<file path="config.mk">
export PLATFORM = sky130hd
export DESIGN_NAME = vga_rect_fill
export DESIGN_NICKNAME = d
export VERILOG_FILES = /design/src/rtl/vga_rect_fill.sv
export SDC_FILE = /design/constraint.sdc
export NUM_CORES = 1
export LEC_CHECK = 0
export ABC_CLOCK_PERIOD_IN_PS = 10250
export CORE_MARGIN = 4
export CORE_UTILIZATION = 55
export CTS_CLUSTER_DIAMETER = 40
export DETAILED_ROUTE_END_ITERATION = 10
export PLACE_DENSITY_LB_ADDON = 0.3
export SETUP_SLACK_MARGIN = 0.15
export SYNTH_ARGS = -nofsm -noshare
export SYNTH_HDL_FRONTEND = slang
export SYNTH_SLANG_ARGS = --single-unit
</file>
<file path="constraint.sdc">
create_clock -name clk -period 10.25 [get_ports clk]
set_input_delay 2.05 -clock clk [delete_from_list [all_inputs] [get_ports clk]]
set_output_delay 2.05 -clock clk [all_outputs]
set_load 0.01 [all_outputs]
</file>
<file path="src/rtl/vga_rect_fill.sv">
// vga_rect_fill
// -------------
// Solid-rectangle fill engine feeding a 640x480 RGB444 framebuffer.
// A command (x, y, w, h, colour) is accepted over a valid/ready handshake,
// clipped to the visible area, and then written out as one framebuffer
// write per clock in raster order (left-to-right, top-to-bottom).
//
// Ports:
//   clk        pixel/system clock, shared with the framebuffer
//   rst        asynchronous reset, active-high
//   cmd_valid  command present
//   cmd_ready  engine can accept a command (high only while idle)
//   cmd_x      left column of the rectangle
//   cmd_y      top row of the rectangle
//   cmd_w      width in pixels
//   cmd_h      height in lines
//   cmd_color  fill colour, {r,g,b} nibbles
//   busy       command being set up or filled
//   done       one-cycle pulse when a command completes
//   fb_we      framebuffer write enable
//   fb_addr    framebuffer write address (row-major, pitch H_VISIBLE)
//   fb_data    framebuffer write data
module vga_rect_fill #(
    parameter int H_VISIBLE = 640,
    parameter int V_VISIBLE = 480
) (
    input  logic        clk,
    input  logic        rst,
    input  logic        cmd_valid,
    output logic        cmd_ready,
    input  logic [9:0]  cmd_x,
    input  logic [9:0]  cmd_y,
    input  logic [9:0]  cmd_w,
    input  logic [9:0]  cmd_h,
    input  logic [11:0] cmd_color,
    output logic        busy,
    output logic        done,
    output logic        fb_we,
    output logic [18:0] fb_addr,
    output logic [11:0] fb_data
);

    localparam logic [10:0] H_LIM   = 11'(H_VISIBLE);
    localparam logic [10:0] V_LIM   = 11'(V_VISIBLE);
    localparam logic [18:0] H_PITCH = 19'(H_VISIBLE);

    typedef enum logic [1:0] {
        IDLE,
        SETUP,
        FILL,
        DONE
    } state_t;

    state_t state;
    state_t state_next;

    // Latched command and clipped extents
    logic [9:0]  x_q;
    logic [9:0]  y_q;
    logic [11:0] color_q;
    logic [10:0] cw_q;
    logic [10:0] ch_q;

    // Fill position counters and the address of the current row's column 0
    logic [9:0]  col;
    logic [9:0]  row;
    logic [18:0] row_base;

    logic        accept;
    logic [10:0] x_ext;
    logic [10:0] y_ext;
    logic [10:0] w_ext;
    logic [10:0] h_ext;
    logic [10:0] h_room;
    logic [10:0] v_room;
    logic [10:0] cw_clip;
    logic [10:0] ch_clip;
    logic        empty;
    logic        last_col;
    logic        last_row;
    logic [18:0] x_off;
    logic [18:0] row_start;
    logic [18:0] next_row_base;

    assign accept = cmd_valid && (state == IDLE);

    // Clipping in 11 bits so that 640-x and the comparisons never wrap.
    // A rectangle starting off-screen collapses to zero size; otherwise the
    // extent is limited to the room left before the right/bottom edge.
    assign x_ext  = {1'b0, cmd_x};
    assign y_ext  = {1'b0, cmd_y};
    assign w_ext  = {1'b0, cmd_w};
    assign h_ext  = {1'b0, cmd_h};
    assign h_room = H_LIM - x_ext;
    assign v_room = V_LIM - y_ext;

    always_comb begin
        cw_clip = 11'd0;
        ch_clip = 11'd0;
        if (x_ext < H_LIM) begin
            cw_clip = (w_ext < h_room) ? w_ext : h_room;
        end
        if (y_ext < V_LIM) begin
            ch_clip = (h_ext < v_room) ? h_ext : v_room;
        end
    end

    assign empty    = (cw_q == 11'd0) || (ch_q == 11'd0);
    assign last_col = ({1'b0, col} == (cw_q - 11'd1));
    assign last_row = ({1'b0, row} == (ch_q - 11'd1));

    // The only multiply: start-of-row address for the first line, used in
    // SETUP. Every later address is produced by incrementing.
    assign x_off         = {9'd0, x_q};
    assign row_start     = 19'(y_q) * H_PITCH;
    assign next_row_base = row_base + H_PITCH;

    // State register
    always_ff @(posedge clk or posedge rst) begin
        if (rst) begin
            state <= IDLE;
        end else begin
            state <= state_next;
        end
    end

    // Next-state logic; SETUP and DONE each last exactly one cycle
    always_comb begin
        state_next = state;
        case (state)
            IDLE: begin
                if (accept) begin
                    state_next = SETUP;
                end
            end
            SETUP: begin
                state_next = empty ? DONE : FILL;
            end
            FILL: begin
                if (last_col && last_row) begin
                    state_next = DONE;
                end
            end
            DONE: begin
                state_next = IDLE;
            end
            default: begin
                state_next = IDLE;
            end
        endcase
    end

    // Status outputs are straight decodes of the state register
    assign cmd_ready = (state == IDLE);
    assign busy      = (state == SETUP) || (state == FILL);
    assign done      = (state == DONE);

    // Command latch. The clipped extents are captured at accept so the
    // fill loop only ever compares against small registered values.
    always_ff @(posedge clk or posedge rst) begin
        if (rst) begin
            x_q     <= 10'd0;
            y_q     <= 10'd0;
            color_q <= 12'd0;
            cw_q    <= 11'd0;
            ch_q    <= 11'd0;
        end else if (accept) begin
            x_q     <= cmd_x;
            y_q     <= cmd_y;
            color_q <= cmd_color;
            cw_q    <= cw_clip;
            ch_q    <= ch_clip;
        end
    end

    // Fill datapath. The framebuffer outputs are registered; the first
    // write is loaded on the SETUP edge so it appears in the first FILL
    // cycle. Within a row the address simply increments; at the end of a
    // row it jumps to the next row base plus x. fb_addr/fb_data are left
    // untouched whenever no write is issued, so they hold their last value.
    always_ff @(posedge clk or posedge rst) begin
        if (rst) begin
            col      <= 10'd0;
            row      <= 10'd0;
            row_base <= 19'd0;
            fb_we    <= 1'b0;
            fb_addr  <= 19'd0;
            fb_data  <= 12'd0;
        end else begin
            case (state)
                SETUP: begin
                    col      <= 10'd0;
                    row      <= 10'd0;
                    row_base <= row_start;
                    if (!empty) begin
                        fb_we   <= 1'b1;
                        fb_addr <= row_start + x_off;
                        fb_data <= color_q;
                    end
                end
                FILL: begin
                    if (last_col) begin
                        col <= 10'd0;
                        if (last_row) begin
                            fb_we <= 1'b0;
                        end else begin
                            row      <= row + 10'd1;
                            row_base <= next_row_base;
                            fb_addr  <= next_row_base + x_off;
                        end
                    end else begin
                        col     <= col + 10'd1;
                        fb_addr <= fb_addr + 19'd1;
                    end
                end
                default: begin
                    fb_we <= 1'b0;
                end
            endcase
        end
    end

endmodule

</file>
==> results.md <==
- Die area: between 15000 and 20000 sq um
- Synth Flop Type: dfrtp_1
- Row cnt: 45
- Combinational fraction of design power: 0.561
- Final net count: roughly 1100
- CTS tree: yes
- Placed Instances: about 1200
- DP HPWL: between 10000 and 15000 microns
- Post-synth top area share: 0.3517
- Crit path DAT: around 5.9 ns
- Setup TNS: 0 ns
- Worst-Margin Slew: about 1.1 ns
- Core area: roughly 15000 sq um
- Status: finished clean
- LEAKAGE: 4.425 nW
- Avg Inst Size Synth: between 9 and 10 sq um
- Max frequency: around 180 MHz
- Post-DR vias/cell: roughly 5.9
- Layout cells sized above 1: 0.1142
- Post-Route Skew: 0.01165 ns
- Power Dens Cells: 340.8 nW/um^2
- Crit-path max FO: 10
- Number of flops mapped to enable cells by yosys: 0
- Clock Path Buffers: 2
- Synth Area in Simple Gates: 0.1652
- Post-route DRC: 0
- Final Wtd Congestion: a little under 0.9
- Dominant cell type by area after synthesis: dfrtp_1
- Ys Warns: 0
- FF+latch count, synth: 120
- Final setup fails: 0
- CP Class: input pin to flip-flop
- Synth area leaders: dfrtp_1, mux2_2, ha_1, xnor2_1, xor2_1
- Die width: approximately 130 microns
- Antenna violations before repair: 0
- Post-synthesis mux area share: 0.1077
- Total CTS buffers: 17
- Number of buffers added on ports: between 80 and 90
- Initial DRC count: around 470
- Root buf cell: clkbuf_16
- Slew headroom: 0.2612
- Total power: between 0.003 and 0.004 W
- Setup Buffers After CTS: 0
- Reg clk slew, reported paths: 0.06 ns
- Hold WS: a little under 0.5 ns
- Total number of vias: roughly 7100
- Clock Latency Late Sink: 0.43 ns
- Total global-route track usage: 0.2244
- Number of global-route vias before repair: around 6700
- Total gr overflow: 0
- Pint: around 0.002 W
- Drt first pass iters: 5
- ANT cells: 0
- Setup WS pre-CTS: 4.280 ns
- Wire length per cell: around 16 microns
- Largest net degree at the start of global routing: 80
- Fin cells: 1204
- Routed WL: 19400 microns
- Cell Area, Synth: 8538 sq um
- Setup crit end kind: flip-flop
- Largest family of logic cells by synthesized area: simple AND/OR/NAND/NOR gates
- RSZ-0062 raised after global routing: false
- Total number of H-tree levels: 4
- Unique cell type count in the Yosys netlist: 70
- Period minus WS final: ~5.6 ns
- Clock Sinks: 120
- Initial Utilization: 0.5616
- Mapped Cells: around 900
- Post-CTS Hold Fix Bufs: 0
- Syn nets: about 1000
- Post-DRT Antenna Nets: 0
- Switching fraction of total power: 0.4358
- Sequential Power Share: 0.261
- XOR/XNOR Fraction of Synth Area: 0.1016
- Synth Area in Compound Gates: 0.1480
- Area Growth Syn to Fin: 18.98%
- Worst hold-check path type: flip-flop to flip-flop
- Clock network fraction of total power: 0.178
- Max-cap violations: 0
- Worst vdd ir: approximately 0.16 mV
- CP Launch Type: input pin
- Post-synth ARST share: 1.000
- Adder and majority gate portion of the synthesized area: 0.08382
- Final setup margin: roughly 4.7 ns
- Sw Pwr: between 0.0015 and 0.002 W
- First-pass GRT wire length: 32710 microns
- Cts repair resizes: 0
- Boundary Pins: 90
- Pins Over Slew Limit: 0
- Required time worst endpoint: approximately 11 ns
- Die Ht: between 100 and 150 microns
- Final critical-path share of the clock period: 0.5457
- Sequential fraction of the synthesis area: 0.3517
- Hold Vio Cnt, Final: 0
==> worst max-delay path: stages <==
cell and delay [ns]:
clkdlybuf4s50_1 0.46, inv_1 0.10, ha_1 0.20, or4b_2 0.67
nand2_1 0.14, xnor2_1 0.17, ha_1 0.27, o21a_1 0.17
o2111a_1 0.23, a21oi_1 0.85, mux2_2 0.41, o21ai_0 0.18
==> cells in the final DEF (no fill, tap or decap), drive strengths merged, types with 4 or more instances in the layout <==
master,netlist,layout
ha,54,54
nand3,27,27
buf,9,6
nand4,18,18
inv,52,62
nand2,90,90
o22a,4,4
o21ai,66,66
a21oi,39,39
or4,7,7
clkdlybuf4s50,0,89
a211oi,5,5
or3,8,8
nor4,10,10
nor3b,6,6
a2111oi,5,5
dfrtp,120,120
o211ai,6,6
a31oi,9,9
xnor2,57,57
mux2i,21,21
o2111ai,4,4
mux2,63,63
clkbuf,27,17
xor2,42,42
o31ai,7,7
nor2,55,55
and3,9,9
nor3,24,24
nand2b,6,6
and2,7,7
o22ai,5,5
o21a,10,10
a21o,12,12
==> per-stage QoR <==
stage          area (sq um)    util
2_1_floorplan          8538       -
3_3_place_gp           9554  0.6285
3_5_place_dp           9554  0.6285
4_1_cts               10160  0.6682
5_1_grt               10160  0.6682
6_report              10160  0.6682
==> state kept, by name (all words and copies together), names as in the netlist <==
register  count
cw_q         11
y_q          10
fb_data      12
x_q          10
fb_we         1
state         2
row_base     12
row          10
col          10
color_q      12
ch_q         11
fb_addr      19
==> cell families (layout without fill, tap and decap cells) <==
| family | after synthesis | count (layout) |
|---|---|---|
| AND/OR/NAND/NOR | 282 | 282 |
| AO/OA/AOI/OAI | 195 | 195 |
| flip-flops | 120 | 120 |
| XOR/XNOR | 99 | 99 |
| buffers and inverters | 88 | 179 |
| multiplexers | 84 | 84 |
| adder cells (fa/ha/maj) | 56 | 56 |
| other | 1 | 1 |
==> layer usage <==
metal	global-route usage	share of wire	up-vias
met1	0.3004	0.46	3365
met2	0.3693	0.48	176
met3	0.03954	0.039	30
met5	0	0	-
met4	0.07679	0.020	0
li1	-	-	3492
==> final timing paths <==
path,start,endpoint,slack (ns),cells past startpoint
min in group asynchronous,rst,fb_data[11],2.02,2
worst min-delay path,x_q[0],x_q[0],0.50,2
worst min register to register,x_q[0],x_q[0],0.50,2
max in group asynchronous,rst,fb_addr[16],6.81,3
worst max register to register,cw_q[2],fb_addr[7],6.47,8
worst max-delay path,cmd_y[0],ch_q[6],4.66,12
==> Yosys cell counts (6+ instances only) <==
library cell	count
or4_1	7
a21o_1	12
clkbuf_1	27
xnor2_1	57
nor4_1	9
o31ai_1	7
a31oi_1	9
nor3b_1	6
o21a_1	10
inv_1	52
nor3_1	23
mux2i_1	21
nand3_1	27
nor2_1	55
o211ai_1	6
xor2_1	42
dfrtp_1	120
ha_1	54
nand2_1	90
nand4_1	17
mux2_2	63
o21ai_0	63
nand2b_1	6
a21oi_1	38
and2_1	7
or3_1	7
and3_1	9
==> power groups by stage <==
| stage | Combinational [W] | Sequential, W | Clock (W) |
|---|---|---|---|
| 2_1_floorplan | 0.00145 | 0.000854 | 0 |
| 3_3_place_gp | 0.00189 | 0.000897 | 0 |
| 3_5_place_dp | 0.00192 | 0.000908 | 0 |
| 4_1_cts | 0.00194 | 0.000901 | 0.000623 |
| 5_1_grt | 0.00217 | 0.000938 | 0.000647 |
| 6_report | 0.00194 | 0.000903 | 0.000616 |
==> cell type report <==
| class | count | area [sq um] |
|---|---|---|
| Timing Repair Buffer | 95 | 935.9 |
| Sequential cell | 120 | 3003 |
| Fill cell | 1253 | 5044 |
| Inverter | 52 | 197.7 |
| Multi-Input combinational cell | 717 | 5182 |
| Clock inverter | 15 | 178.9 |
| Clock buffer | 17 | 425.4 |
| Tap cell | 188 | 235.2 |
(Power assumes the default switching activity.)
